**src/rtl/sdram_cpu_bridge.sv**
```systemverilog
// sdram_cpu_bridge: NES 6502 bus to sdram_nes_controller CPU port, UxROM PRG banking.
// Optional: define OPEN_BUS_EN for open-bus reads of $4020-$5FFF.
module sdram_cpu_bridge #(
  parameter int ADDR_DEPTH = 23,
  parameter int PRG_BANK_BITS = 3,
  parameter logic [ADDR_DEPTH-1:0] PRG_ROM_BASE = ADDR_DEPTH'(23'h000000),
  parameter logic [ADDR_DEPTH-1:0] PRG_RAM_BASE = ADDR_DEPTH'(23'h7E0000),
  parameter logic [ADDR_DEPTH-1:0] WRAM_BASE = ADDR_DEPTH'(23'h7F0000)
) (
  input  logic                     clk,
  input  logic                     rst,
  input  logic                     sync,
  input  logic                     rdy,
  input  logic [15:0]              cpu_a,
  input  logic                     cpu_rw,
  input  logic [7:0]               cpu_dout,
  output logic [7:0]               cpu_din,
  output logic                     io_sel,
  input  logic [7:0]               io_din,
  output logic [ADDR_DEPTH-1:0]    mem_addr,
  output logic                     mem_rd,
  output logic                     mem_wr,
  output logic [7:0]               mem_data_wr,
  input  logic [7:0]               mem_data_rd,
  output logic [PRG_BANK_BITS-1:0] prg_bank
);

  typedef enum logic {WAIT_RDY, RUN} state_t;
  typedef enum logic [1:0] {P_NONE, P_MEM, P_IO, P_OB} pend_t;

  state_t state_q, state_d;
  pend_t  pend_q, pend_d;
  logic   cap, drop;

  logic [PRG_BANK_BITS-1:0] bank_sel;
  logic [ADDR_DEPTH-1:0]    dec_addr;
  logic                     dec_io, dec_rom, dec_ob;
  logic                     ret_en;
  logic [7:0]               ret_val;
  logic [7:0]               last_bus;

  always_ff @(posedge clk) begin
    if (rst) state_q <= WAIT_RDY;
    else     state_q <= state_d;
  end

  always_comb begin
    state_d = state_q;
    cap = 1'b0;
    drop = 1'b0;
    unique case (state_q)
      WAIT_RDY: begin
        if (sync && rdy) begin
          state_d = RUN;
          cap = 1'b1;
        end
      end
      RUN: begin
        if (!rdy) begin
          state_d = WAIT_RDY;
          drop = 1'b1;
        end else begin
          cap = sync;
        end
      end
      default: state_d = WAIT_RDY;
    endcase
  end

`ifdef OPEN_BUS_EN
  assign dec_ob = (cpu_a[15:13] == 3'b010) && (|cpu_a[12:5]);
`else
  assign dec_ob = 1'b0;
`endif

  // $C000-$FFFF is pinned to the last bank
  assign bank_sel = cpu_a[14] ? '1 : prg_bank;

  always_comb begin
    dec_addr = '0;
    dec_io = 1'b0;
    dec_rom = 1'b0;
    unique case (1'b1)
      cpu_a[15]: begin
        dec_rom = 1'b1;
        dec_addr = PRG_ROM_BASE
                 + ADDR_DEPTH'({bank_sel, cpu_a[13:0]});
      end
      (cpu_a[15:13] == 3'b011):
        dec_addr = PRG_RAM_BASE + ADDR_DEPTH'(cpu_a[12:0]);
      (cpu_a[15:13] == 3'b000):
        dec_addr = WRAM_BASE + ADDR_DEPTH'(cpu_a[10:0]);
      default: dec_io = !dec_ob;
    endcase
  end

  always_comb begin
    ret_en = 1'b0;
    ret_val = cpu_din;
    unique case (pend_q)
      P_MEM: begin ret_en = cap; ret_val = mem_data_rd; end
      P_IO:  begin ret_en = cap; ret_val = io_din; end
      P_OB:  begin ret_en = cap; ret_val = last_bus; end
      default: ret_en = 1'b0;
    endcase
  end

  always_comb begin
    pend_d = pend_q;
    if (drop) begin
      pend_d = P_NONE;
    end else if (cap) begin
      unique case (1'b1)
        !cpu_rw: pend_d = P_NONE;
        dec_ob:  pend_d = P_OB;
        dec_io:  pend_d = P_IO;
        default: pend_d = P_MEM;
      endcase
    end
  end

  always_ff @(posedge clk) begin
    if (rst) begin
      pend_q      <= P_NONE;
      cpu_din     <= '0;
      io_sel      <= 1'b0;
      mem_addr    <= '0;
      mem_rd      <= 1'b0;
      mem_wr      <= 1'b0;
      mem_data_wr <= '0;
      prg_bank    <= '0;
    end else begin
      pend_q <= pend_d;
      if (ret_en) cpu_din <= ret_val;
      if (drop) begin
        mem_rd <= 1'b0;
        mem_wr <= 1'b0;
      end else if (cap) begin
        mem_addr <= dec_addr;
        io_sel   <= dec_io;
        mem_rd   <= cpu_rw && !dec_io && !dec_ob;
        mem_wr   <= !cpu_rw && !dec_io && !dec_ob && !dec_rom;
        if (!cpu_rw) mem_data_wr <= cpu_dout;
        if (!cpu_rw && dec_rom)
          prg_bank <= cpu_dout[PRG_BANK_BITS-1:0];
      end
    end
  end

`ifdef OPEN_BUS_EN
  // A write drives the bus after any data returned at the same sync
  always_ff @(posedge clk) begin
    if (rst)                  last_bus <= '0;
    else if (cap && !cpu_rw)  last_bus <= cpu_dout;
    else if (ret_en)          last_bus <= ret_val;
  end
`else
  assign last_bus = 8'h00;
`endif

endmodule

```
**config.mk**
```make
export PLATFORM = sky130hd
export DESIGN_NAME = sdram_cpu_bridge
export DESIGN_NICKNAME = d
export VERILOG_FILES = /design/src/rtl/sdram_cpu_bridge.sv
export SDC_FILE = /design/constraint.sdc
export NUM_CORES = 1
export LEC_CHECK = 0
export ABC_AREA = 1
export CAP_MARGIN = 20
export CORE_AREA = 10 10 79 81
export DETAILED_ROUTE_END_ITERATION = 10
export DIE_AREA = 0 0 89 91
export PLACE_DENSITY_LB_ADDON = 0.1
export SETUP_SLACK_MARGIN = 0.15
export SLEW_MARGIN = 20
export SYNTH_ARGS = -nofsm -noshare
export SYNTH_HDL_FRONTEND = slang
export SYNTH_SLANG_ARGS = --single-unit
```
**constraint.sdc**
```tcl
create_clock -name clk -period 1.3 [get_ports clk]
set_input_delay 0.26 -clock clk [delete_from_list [all_inputs] [get_ports clk]]
set_output_delay 0.26 -clock clk [all_outputs]
set_load 0.02 [all_outputs]
```
== Yosys cells after proc, flatten, opt, wreduce, memory -nomap -nowiden ==
Index checks and enable logic that the tools add are counted.

* Bits in registers: 48
* Output and inout port bits: 45
* Logic and storage cells: 48
* Bits of input ports: 45

* Add/sub/neg operators: 2
* Eq/ne operators: 4
* Reduce and logical (&&, ||, !) cells: 16
* Mux-type cells: 14
* Bitwise logic cells: 3

{| class="wikitable"
|+ Operators by type and width
! operator !! count
|-
| case mux 23 bit (3 select lines) || 1
|-
| case mux 8 bit (3 select lines) || 1
|-
| adder 18 x 14 -> 19 bit (first input constant) || 1
|-
| adder 17 x 12 -> 18 bit (first input constant) || 1
|-
| 2-to-1 mux 1 bit || 8
|-
| AND reduction 3 bit || 2
|-
| OR reduction 3 bit || 2
|-
| logical AND 1 bit || 5
|-
| == test 2 bit (second input constant) || 2
|-
| case mux 1 bit (2 select lines) || 2
|-
| case mux 2 bit (2 select lines) || 1
|-
| AND reduction 2 bit || 2
|-
| == test 3 x 2 -> 1 bit (second input constant) || 1
|-
| zero test 3 bit || 1
|-
| 2-to-1 mux 3 bit || 1
|-
| inverter 1 bit || 3
|-
| nonzero test 3 bit || 1
|-
| == test 2 x 1 -> 1 bit (second input constant) || 1
|-
| zero test 1 bit || 2
|-
| OR reduction 2 bit || 1
|}

== Depth between registers and ports, before layout ==
Gate-level depths: netlist of run 1.

* Word-level depth: 5
* Gate-level depth with buffers: 7
* Depth with buffers taken out: 6

== Least setup slack after synthesis of run 1 ==
No wires, ideal clock.

* Path kind: reg2reg
* Start: register pend_q[0]
* End: register cpu_din[0]
* Path buffers: 0
* Setup time: 0.117 ns
* Clock period less this slack: 1.015 ns
* Stages on the path, launching flop included: 6
* Path slack: 0.285 ns
* Required time: 1.183 ns
* Arrival time: 0.898 ns
* Path through: dfxtp_1 nor2_2 nor2_4 inv_2 nor2_1 nor2_1

* Longest elaborated chain between the ends: 4
* Elaborated cells on any way between the ends: 8
* Those cells by class: eq/ne: 3; mux: 2; reduce/logical: 3

{| class="wikitable"
|+ RTL lines
! item !! RTL line !! RTL
|-
| start, declared || 32 || <nowiki>pend_t pend_q, pend_d;</nowiki>
|-
| start signal, assigned || 133 || <nowiki>pend_q <= pend_d;</nowiki>
|-
| == test 2 bit / == test 2 x 1 -> 1 bit (equally long branches) || 100 || <nowiki>unique case (pend_q)</nowiki>
|-
| OR reduction 3 bit (no source line) || n/a ||
|-
| 2-to-1 mux 1 bit || 100 ||
|-
| AND reduction 2 bit (no source line) || n/a ||
|-
| end signal, assigned || 134 || <nowiki>if (ret_en) cpu_din <= ret_val;</nowiki>
|-
| end, declared || 17 || <nowiki>output logic [7:0] cpu_din,</nowiki>
|}

Parallel ways exist; a longest one is shown, timed or not.
A chain may end at the register's enable or synchronous reset.

== Worst setup path after layout of run 1 ==
* Start: register mem_addr[21]
* End: output port mem_addr[21]

{| class="wikitable"
|+ RTL lines
! item !! RTL line !! RTL
|-
| start, declared || 20 || <nowiki>output logic [ADDR_DEPTH-1:0] mem_addr,</nowiki>
|-
| start signal, assigned || 139 || <nowiki>mem_addr <= dec_addr;</nowiki>
|}

No word-level cell between the ends.

==> metrics.log, run 1 <==
INFO  metric achievable-frequency = 889.8 MHz
INFO  metric detail_route.first_pass.iterations = 4
INFO  metric core-area = 4661 um2
INFO  metric list_of_cells_traversed_by_the_critical_path = buf_2
INFO  metric cts_tree = built
INFO  metric min_period = 1.124 ns
INFO  metric max_slew.worst_pin.slew = 0.1891 ns
INFO  metric vdd.ir_drop.worst = between 0.5 and 0.6 mV
INFO  metric grt_antenna_before_repair = 0
INFO  metric finalClockSkew = slightly below 0.004 ns
INFO  metric diodes = 0
INFO  metric clk_root_buffer_cell = clkbuf_8
INFO  metric hpwl = 4.304 mm
INFO  metric timing.final.max_slew_violations = 0
INFO  metric cts_hold_repair.buffers = 0
INFO  metric number_of_failing_hold_endpoints_at_the_final_stage = 0
INFO  metric pin_count = 90
INFO  metric crit_type = register to output pin
INFO  metric multi_input_area = 779.5 um2
INFO  metric p_leak = 1.298 nW
INFO  metric route.vias.total = 1851
INFO  metric track_usage = 13.49%
INFO  metric critical_path.top_delay_family = flip-flops
INFO  metric cp-end-kind = output pin
INFO  metric setup_viol = 0
INFO  metric drt_wl_total = roughly 5.5 mm
INFO  metric timing.critical_path.required = 1.04 ns
INFO  metric die-height = 91 um
INFO  metric hold_path_class = input pin to register
INFO  metric floorplan.die.width = approximately 89 um
INFO  metric syn_inst = roughly 240
INFO  metric arrival = 0.86 ns
INFO  metric grt_start_max_net_pins = 20
INFO  metric maxCapViolCount = 0
INFO  metric critical_path_cell_with_the_highest_stage_delay = dfxtp_2
INFO  metric yosysSeqAreaShare = 47.80%
INFO  metric worst-path-buf-inv = 1
INFO  metric status = complete, no violations
INFO  metric area_of_the_die = 8099 um2
INFO  metric grt_overflow_total = 0
INFO  metric initialDrtViolationCount = just under 60
INFO  metric post_drt_wl_per_cell = 13.99 um
INFO  metric clock_network_latency_to_the_later_pin_of_the_worst_skew_pair = 0.29 ns
INFO  metric drive_gt1_share = 29.79%
INFO  metric finish.net_count = between 300 and 400
INFO  metric cts_made_buffers = 5
INFO  metric avgViaCountPerCell = ~4.7
INFO  metric num-fill-cells = 466
INFO  metric clockBufferDepth = 2
INFO  metric synth_seq_cells = 42
INFO  metric clk_pin_slew = roughly 0.08 ns
INFO  metric drt_drc_violations_left = 0
INFO  metric syn2layout_area_growth = 55.05%
INFO  metric synthesis.area = 1759 um2
INFO  metric starting_density_of_the_core = 37.74%
INFO  metric setup.worst_path.start_class = register
INFO  metric grt_first_pass_wirelength = roughly 8.9 mm
INFO  metric most_common_library_cell_in_the_layout_ignoring_fill_and_taps = nor2_1
INFO  metric max-slew-margin-rel = 87.38%
INFO  metric numPlacedInstances = 384
INFO  metric final-seq-area = 843.3 um2
INFO  metric io_buffers = 89
INFO  metric finalNonFillerCells = 393
INFO  metric row_count = 25
INFO  metric postSynthNetCount = approximately 280
INFO  metric htree_depth = 2
INFO  metric rsz0062_at_grt = true
INFO  metric antenna_left = 0
INFO  metric pwr_density_cell = ~1100 nW/um2
INFO  metric synthesized_area_per_cell = 7.454 um2
INFO  metric largest_stage_delay_worst_path = about 0.38 ns
INFO  metric holdWs = 0.4226 ns
INFO  metric final_cell_mix = 47 x nor2_1, 45 x buf_2, 41 x clkdlybuf4s50_1
INFO  metric ys_warn_count = 0
INFO  metric gp_congestion = 0.7483
INFO  metric layout_worst_path_cycle_share = between 80% and 90%
INFO  metric critical_path.max_fanout = 7
INFO  metric numClockSinks = 42
INFO  metric grt_pass1_vias = 1932
INFO  metric synthDistinctLibCells = 21
[path summary, 6_finish.rpt]
path                                                start                        to  slack [ns]  cells after the start
worst min-delay path                                 sync        state_q$_SDFF_PP0_        0.42                      3
worst max-delay path            mem_addr[21]$_SDFFE_PP0P_              mem_addr[21]        0.18                      1
worst min register to register   mem_addr[0]$_SDFFE_PP0P_  mem_addr[0]$_SDFFE_PP0P_        0.46                      2
worst max register to register     pend_q[0]$_SDFFE_PP0P_   cpu_din[7]$_SDFFE_PP0P_        0.21                      6
[final cells by class]
| type | instances | share of cell area (%) |
|---|---|---|
| Timing Repair Buffer | 111 | 31.65 |
| Sequential cell | 42 | 30.92 |
| Multi-Input combinational cell | 158 | 28.58 |
| Clock buffer | 6 | 3.028 |
| Inverter | 20 | 2.890 |
| Tap cell | 54 | 2.477 |
| Clock inverter | 2 | 0.4587 |
[what timing repair did]
item / 4_1_cts / 5_1_grt
pin swaps: 0 / 6
endpoints found under the setup margin: 68 / 39
resized for setup: 181 / 21
setup buffers: 0 / 1
gates cloned: 0 / 0
[layer usage]
layer	GRT usage, %	routed length [um]	vias up
met5	0	0	-
met4	4.244	97	0
met3	5.898	513	10
met2	23.12	2586	53
met1	14.41	2299	830
li1	-	-	958
[sequential cells by signal, indices dropped and copies added (netlist names)]
register	cells
mem_addr	18
state_q	1
io_sel	1
cpu_din	8
pend_q	2
mem_data_wr	8
mem_wr	1
prg_bank	3
[synth_stat cells, drive strengths merged]
cell | count | area share (%)
inv | 20 | 4.3
o211ai | 1 | 0.43
o21ai | 31 | 8.8
a22oi | 2 | 0.85
nor2 | 51 | 12
a21oi | 19 | 5.6
dfxtp | 42 | 48
clkbuf | 1 | 0.21
or2 | 2 | 0.71
buf | 15 | 5.8
nand3 | 20 | 6.0
nand2 | 32 | 7.7
[stage by stage]
stage | util, % | setup TNS (ns) | instance area [um2] | worst slack, ns | power (W)
finish | 58.52 | 0 | 2728 | 0.1762 | 0.002874
global route | 58.52 | 0 | 2728 | 0.1228 | 0.003008
CTS | 57.72 | 0 | 2690 | 0.1472 | 0.002889
detailed placement | 59.97 | -7.322 | 2795 | -0.2346 | 0.002070
global placement | 59.97 | -5.511 | 2795 | -0.1675 | 0.002063
floorplan | - | 0 | 1759 | 0.2845 | 0.001711
[cell families (layout without fill, tap and decap cells)]
family	Yosys count	after routing	share of synthesized area, %
AND/OR/NAND/NOR	105	105	26.24
flip-flops	42	42	47.80
buffers and inverters	36	139	10.24
AO/OA/AOI/OAI	53	53	15.72
[where the power goes]
group          internal [W]  switching (W)  total, W
Sequential          0.00135      0.0000340   0.00138
Clock              0.000427       0.000454  0.000881
Combinational      0.000290       0.000318  0.000609
No activity file was read; power rests on OpenSTA's default activity.
==> run 2: changes to the inputs <==
CORE_AREA = 10 10 77 79   (was 10 10 79 81)
CTS_BUF_LIST = sky130_fd_sc_hd__clkbuf_4   (was not set)
CTS_CLUSTER_DIAMETER = 40   (was not set)
DIE_AREA = 0 0 87 89   (was 0 0 89 91)
GPL_TIMING_DRIVEN = 0   (was not set)
==> run 2 against run 1 <==
Net effect:
- design area increased by 3.7%
- worst setup slack got worse by 0.11 ns
- clock power decreased by 27%
- worst hold slack got worse by 0.19 ns
- wire length decreased by 0.84%
- utilization increased by 3.8 points
- sequential cell count unchanged
==> metrics.log, run 2 (same netlist as run 1, synthesis figures left out) <==
INFO  metric status = complete, no violations (unchanged)
INFO  metric gp_congestion = 0.7870 (was 0.7483)
INFO  metric grt_antenna_before_repair = 1 (was 0)
INFO  metric critical_path.max_fanout = 7 (unchanged)
INFO  metric grt_start_max_net_pins = 12 (was 20)
INFO  metric clock_network_latency_to_the_later_pin_of_the_worst_skew_pair = 0.35 ns (was 0.29 ns)
INFO  metric starting_density_of_the_core = 38.79% (was 37.74%)
INFO  metric layout_worst_path_cycle_share = 94.65% (was 86.45%)
INFO  metric flip_flop_count_of_the_largest_register_after_layout = 18 (unchanged)
INFO  metric finalClockSkew = 0.009699 ns (was 0.003858 ns)
INFO  metric most_common_library_cell_in_the_layout_ignoring_fill_and_taps = nor2_1 (unchanged)
INFO  metric cp-end-kind = output pin (unchanged)
INFO  metric timing.final.max_slew_violations = 0 (unchanged)
INFO  metric htree_depth = 2 (unchanged)
INFO  metric max_slew.worst_pin.slew = 0.2231 ns (was 0.1891 ns)
INFO  metric cts_made_buffers = 5 (unchanged)
INFO  metric min_period = 1.230 ns (was 1.124 ns)
INFO  metric row_count = 25 (unchanged)
INFO  metric grt_pass1_vias = 1825 (was 1932)
INFO  metric core-area = 4536 um2 (was 4661 um2)
INFO  metric maxCapViolCount = 0 (unchanged)
INFO  metric track_usage = 13.66% (was 13.49%)
INFO  metric grt_overflow_total = 0 (unchanged)
INFO  metric num-fill-cells = 450 (was 466)
INFO  metric hp-start = cpu_a[13] (was sync)
INFO  metric regMostFlops = mem_addr (unchanged)
INFO  metric detail_route.first_pass.iterations = 4 (unchanged)
INFO  metric pin_count = 90 (unchanged)
INFO  metric initialDrtViolationCount = 48 (was 58)
INFO  metric report.power.total = 0.002676 W (was 0.002874 W)
INFO  metric area_of_the_die = 7743 um2 (was 8099 um2)
INFO  metric route.vias.total = 1847 (was 1851)
INFO  metric pwr_density_cell = 946.3 nW/um2 (was 1054 nW/um2)
INFO  metric worst_setup_path_startpoint = mem_addr[21]$_SDFFE_PP0P_ (unchanged)
INFO  metric final_cell_mix = 46 x nor2_1, 40 x clkdlybuf4s50_1, 38 x buf_4 (was 47 x nor2_1, 45 x buf_2, 41 x clkdlybuf4s50_1)
INFO  metric r2r_setup_slack = 0.22 ns (was 0.21 ns)
INFO  metric die-height = 89 um (was 91 um)
INFO  metric p_leak = 1.306 nW (was 1.298 nW)
INFO  metric hpwl = 4.146 mm (was 4.304 mm)
INFO  metric r2r_start = pend_q[1]$_SDFFE_PP0P_ (was pend_q[0]$_SDFFE_PP0P_)
INFO  metric reg_top3 = mem_addr x18, cpu_din x8, mem_data_wr x8 (unchanged)
INFO  metric drt_wl_total = 5.451 mm (was 5.497 mm)
INFO  metric crit_type = register to output pin (unchanged)
INFO  metric number_of_failing_hold_endpoints_at_the_final_stage = 0 (unchanged)
INFO  metric drive_gt1_share = 34.52% (was 29.79%)
INFO  metric vdd.ir_drop.worst = 0.5534 mV (was 0.5159 mV)
INFO  metric setup_viol = 0 (unchanged)
INFO  metric timing.critical_path.required = 1.04 ns (about the same)
INFO  metric post_drt_wl_per_cell = 13.94 um (was 13.99 um)
INFO  metric drt_drc_violations_left = 0 (unchanged)
INFO  metric antenna_left = 0 (unchanged)
INFO  metric syn2layout_area_growth = 60.74% (was 55.05%)
INFO  metric finish.net_count = 381 (was 383)
INFO  metric clk_root_buffer_cell = clkbuf_4 (was clkbuf_8)
INFO  metric floorplan.die.width = 87 um (was 89 um)
INFO  metric clk_pin_slew = 0.11 ns (was 0.08 ns)
INFO  metric cts_tree = built (unchanged)
INFO  metric max-slew-margin-rel = 84.97% (was 87.38%)
INFO  metric rsz0062_at_grt = true (unchanged)
INFO  metric achievable-frequency = 812.7 MHz (was 889.8 MHz)
INFO  metric numClockSinks = 42 (unchanged)
INFO  metric grt_first_pass_wirelength = 8.493 mm (was 8.887 mm)
INFO  metric arrival = 0.97 ns (was 0.86 ns)
INFO  metric finalCoreUtilization = 62.34% (was 58.52%)
INFO  metric setup.worst_path.start_class = register (unchanged)
INFO  metric clockBufferDepth = 2 (unchanged)
INFO  metric avgViaCountPerCell = 4.724 (was 4.710)
INFO  metric hold_path_class = input pin to register (unchanged)
INFO  metric io_buffers = 89 (unchanged)
[run 2: cell types whose count changed in the layout (fill, tap and decap cells not counted), moves of 3 or more]
cell      before  now
buf_2         45    6
buf_4         18   38
buf_6          2   17
clkbuf_4       0    9
clkbuf_8       6    0
dfxtp_1       40   17
dfxtp_2        2   23
nand3_1       16   19
[run 2: power by group]
group / total [W] / internal (W) / switching (W) / leakage (nW)
sequential: 0.00139 / 0.00136 / 0.0000383 / 0.354
combinational: 0.000637 / 0.000326 / 0.000310 / 0.920
clock: 0.000646 / 0.000246 / 0.000399 / 0.0322
total: 0.00268 / 0.00193 / 0.000748 / 1.31
[run 2: what timing repair did]
item / 4_1_cts / 5_1_grt
setup buffers: 3 / 1
gates resized for setup: 207 / 76
hold buffers: 0 / 0
cloned: 0 / 0
setup endpoints to repair: 68 / 73
pin swaps: 2 / 2
[run 2: through the flow]
step	hold WS (ns)	setup WS (ns)	area [um2]	TNS, ns	cells
finish	0.2327	0.06960	2828	0	391
global route	0.2213	0.01479	2828	0	391
CTS	0.4646	0.05209	2654	0	389
detailed placement	0.4558	-0.2661	2718	-9.490	379
global placement	0.4515	-0.2485	2718	-8.315	379
floorplan	0.3949	0.2845	1759	0	236
[run 2: layout make-up]
cell class,instances,area (um2),area share (%)
Inverter,20,77.57,2.743
Clock buffer,7,52.55,1.858
Buffer,16,137.6,4.867
Multi-Input combinational cell,158,757.0,26.77
Sequential cell,42,877.1,31.02
Timing Repair Buffer,93,855.8,30.27
Antenna cell,1,2.502,0.08850
Tap cell,54,67.56,2.389
[run 2: path summary, 6_finish.rpt]
| kind | to | cells after the start |
|---|---|---|
| hold / removal | mem_addr[13]$_SDFFE_PP0P_ | 3 |
| hold reg to reg | mem_addr[7]$_SDFFE_PP0P_ | 2 |
| setup / recovery | mem_addr[22] | 2 |
| setup reg to reg | cpu_din[5]$_SDFFE_PP0P_ | 5 |
[run 2: routing by layer]
layer | share of wire, % | vias to the layer above | routed length (um) | global-route usage (%)
met2 | 47 | 63 | 2557 | 22.45
met4 | 1.2 | 0 | 63 | 4.713
li1 | - | 953 | - | -
met1 | 41 | 825 | 2240 | 14.43
met3 | 11 | 6 | 589 | 7.657
met5 | 0 | - | 0 | 0
[run 2: critical path, stage by stage (launching register included)]
cell	delay [ns]
dfxtp_4	0.39
buf_6	0.12
buf_6	0.12
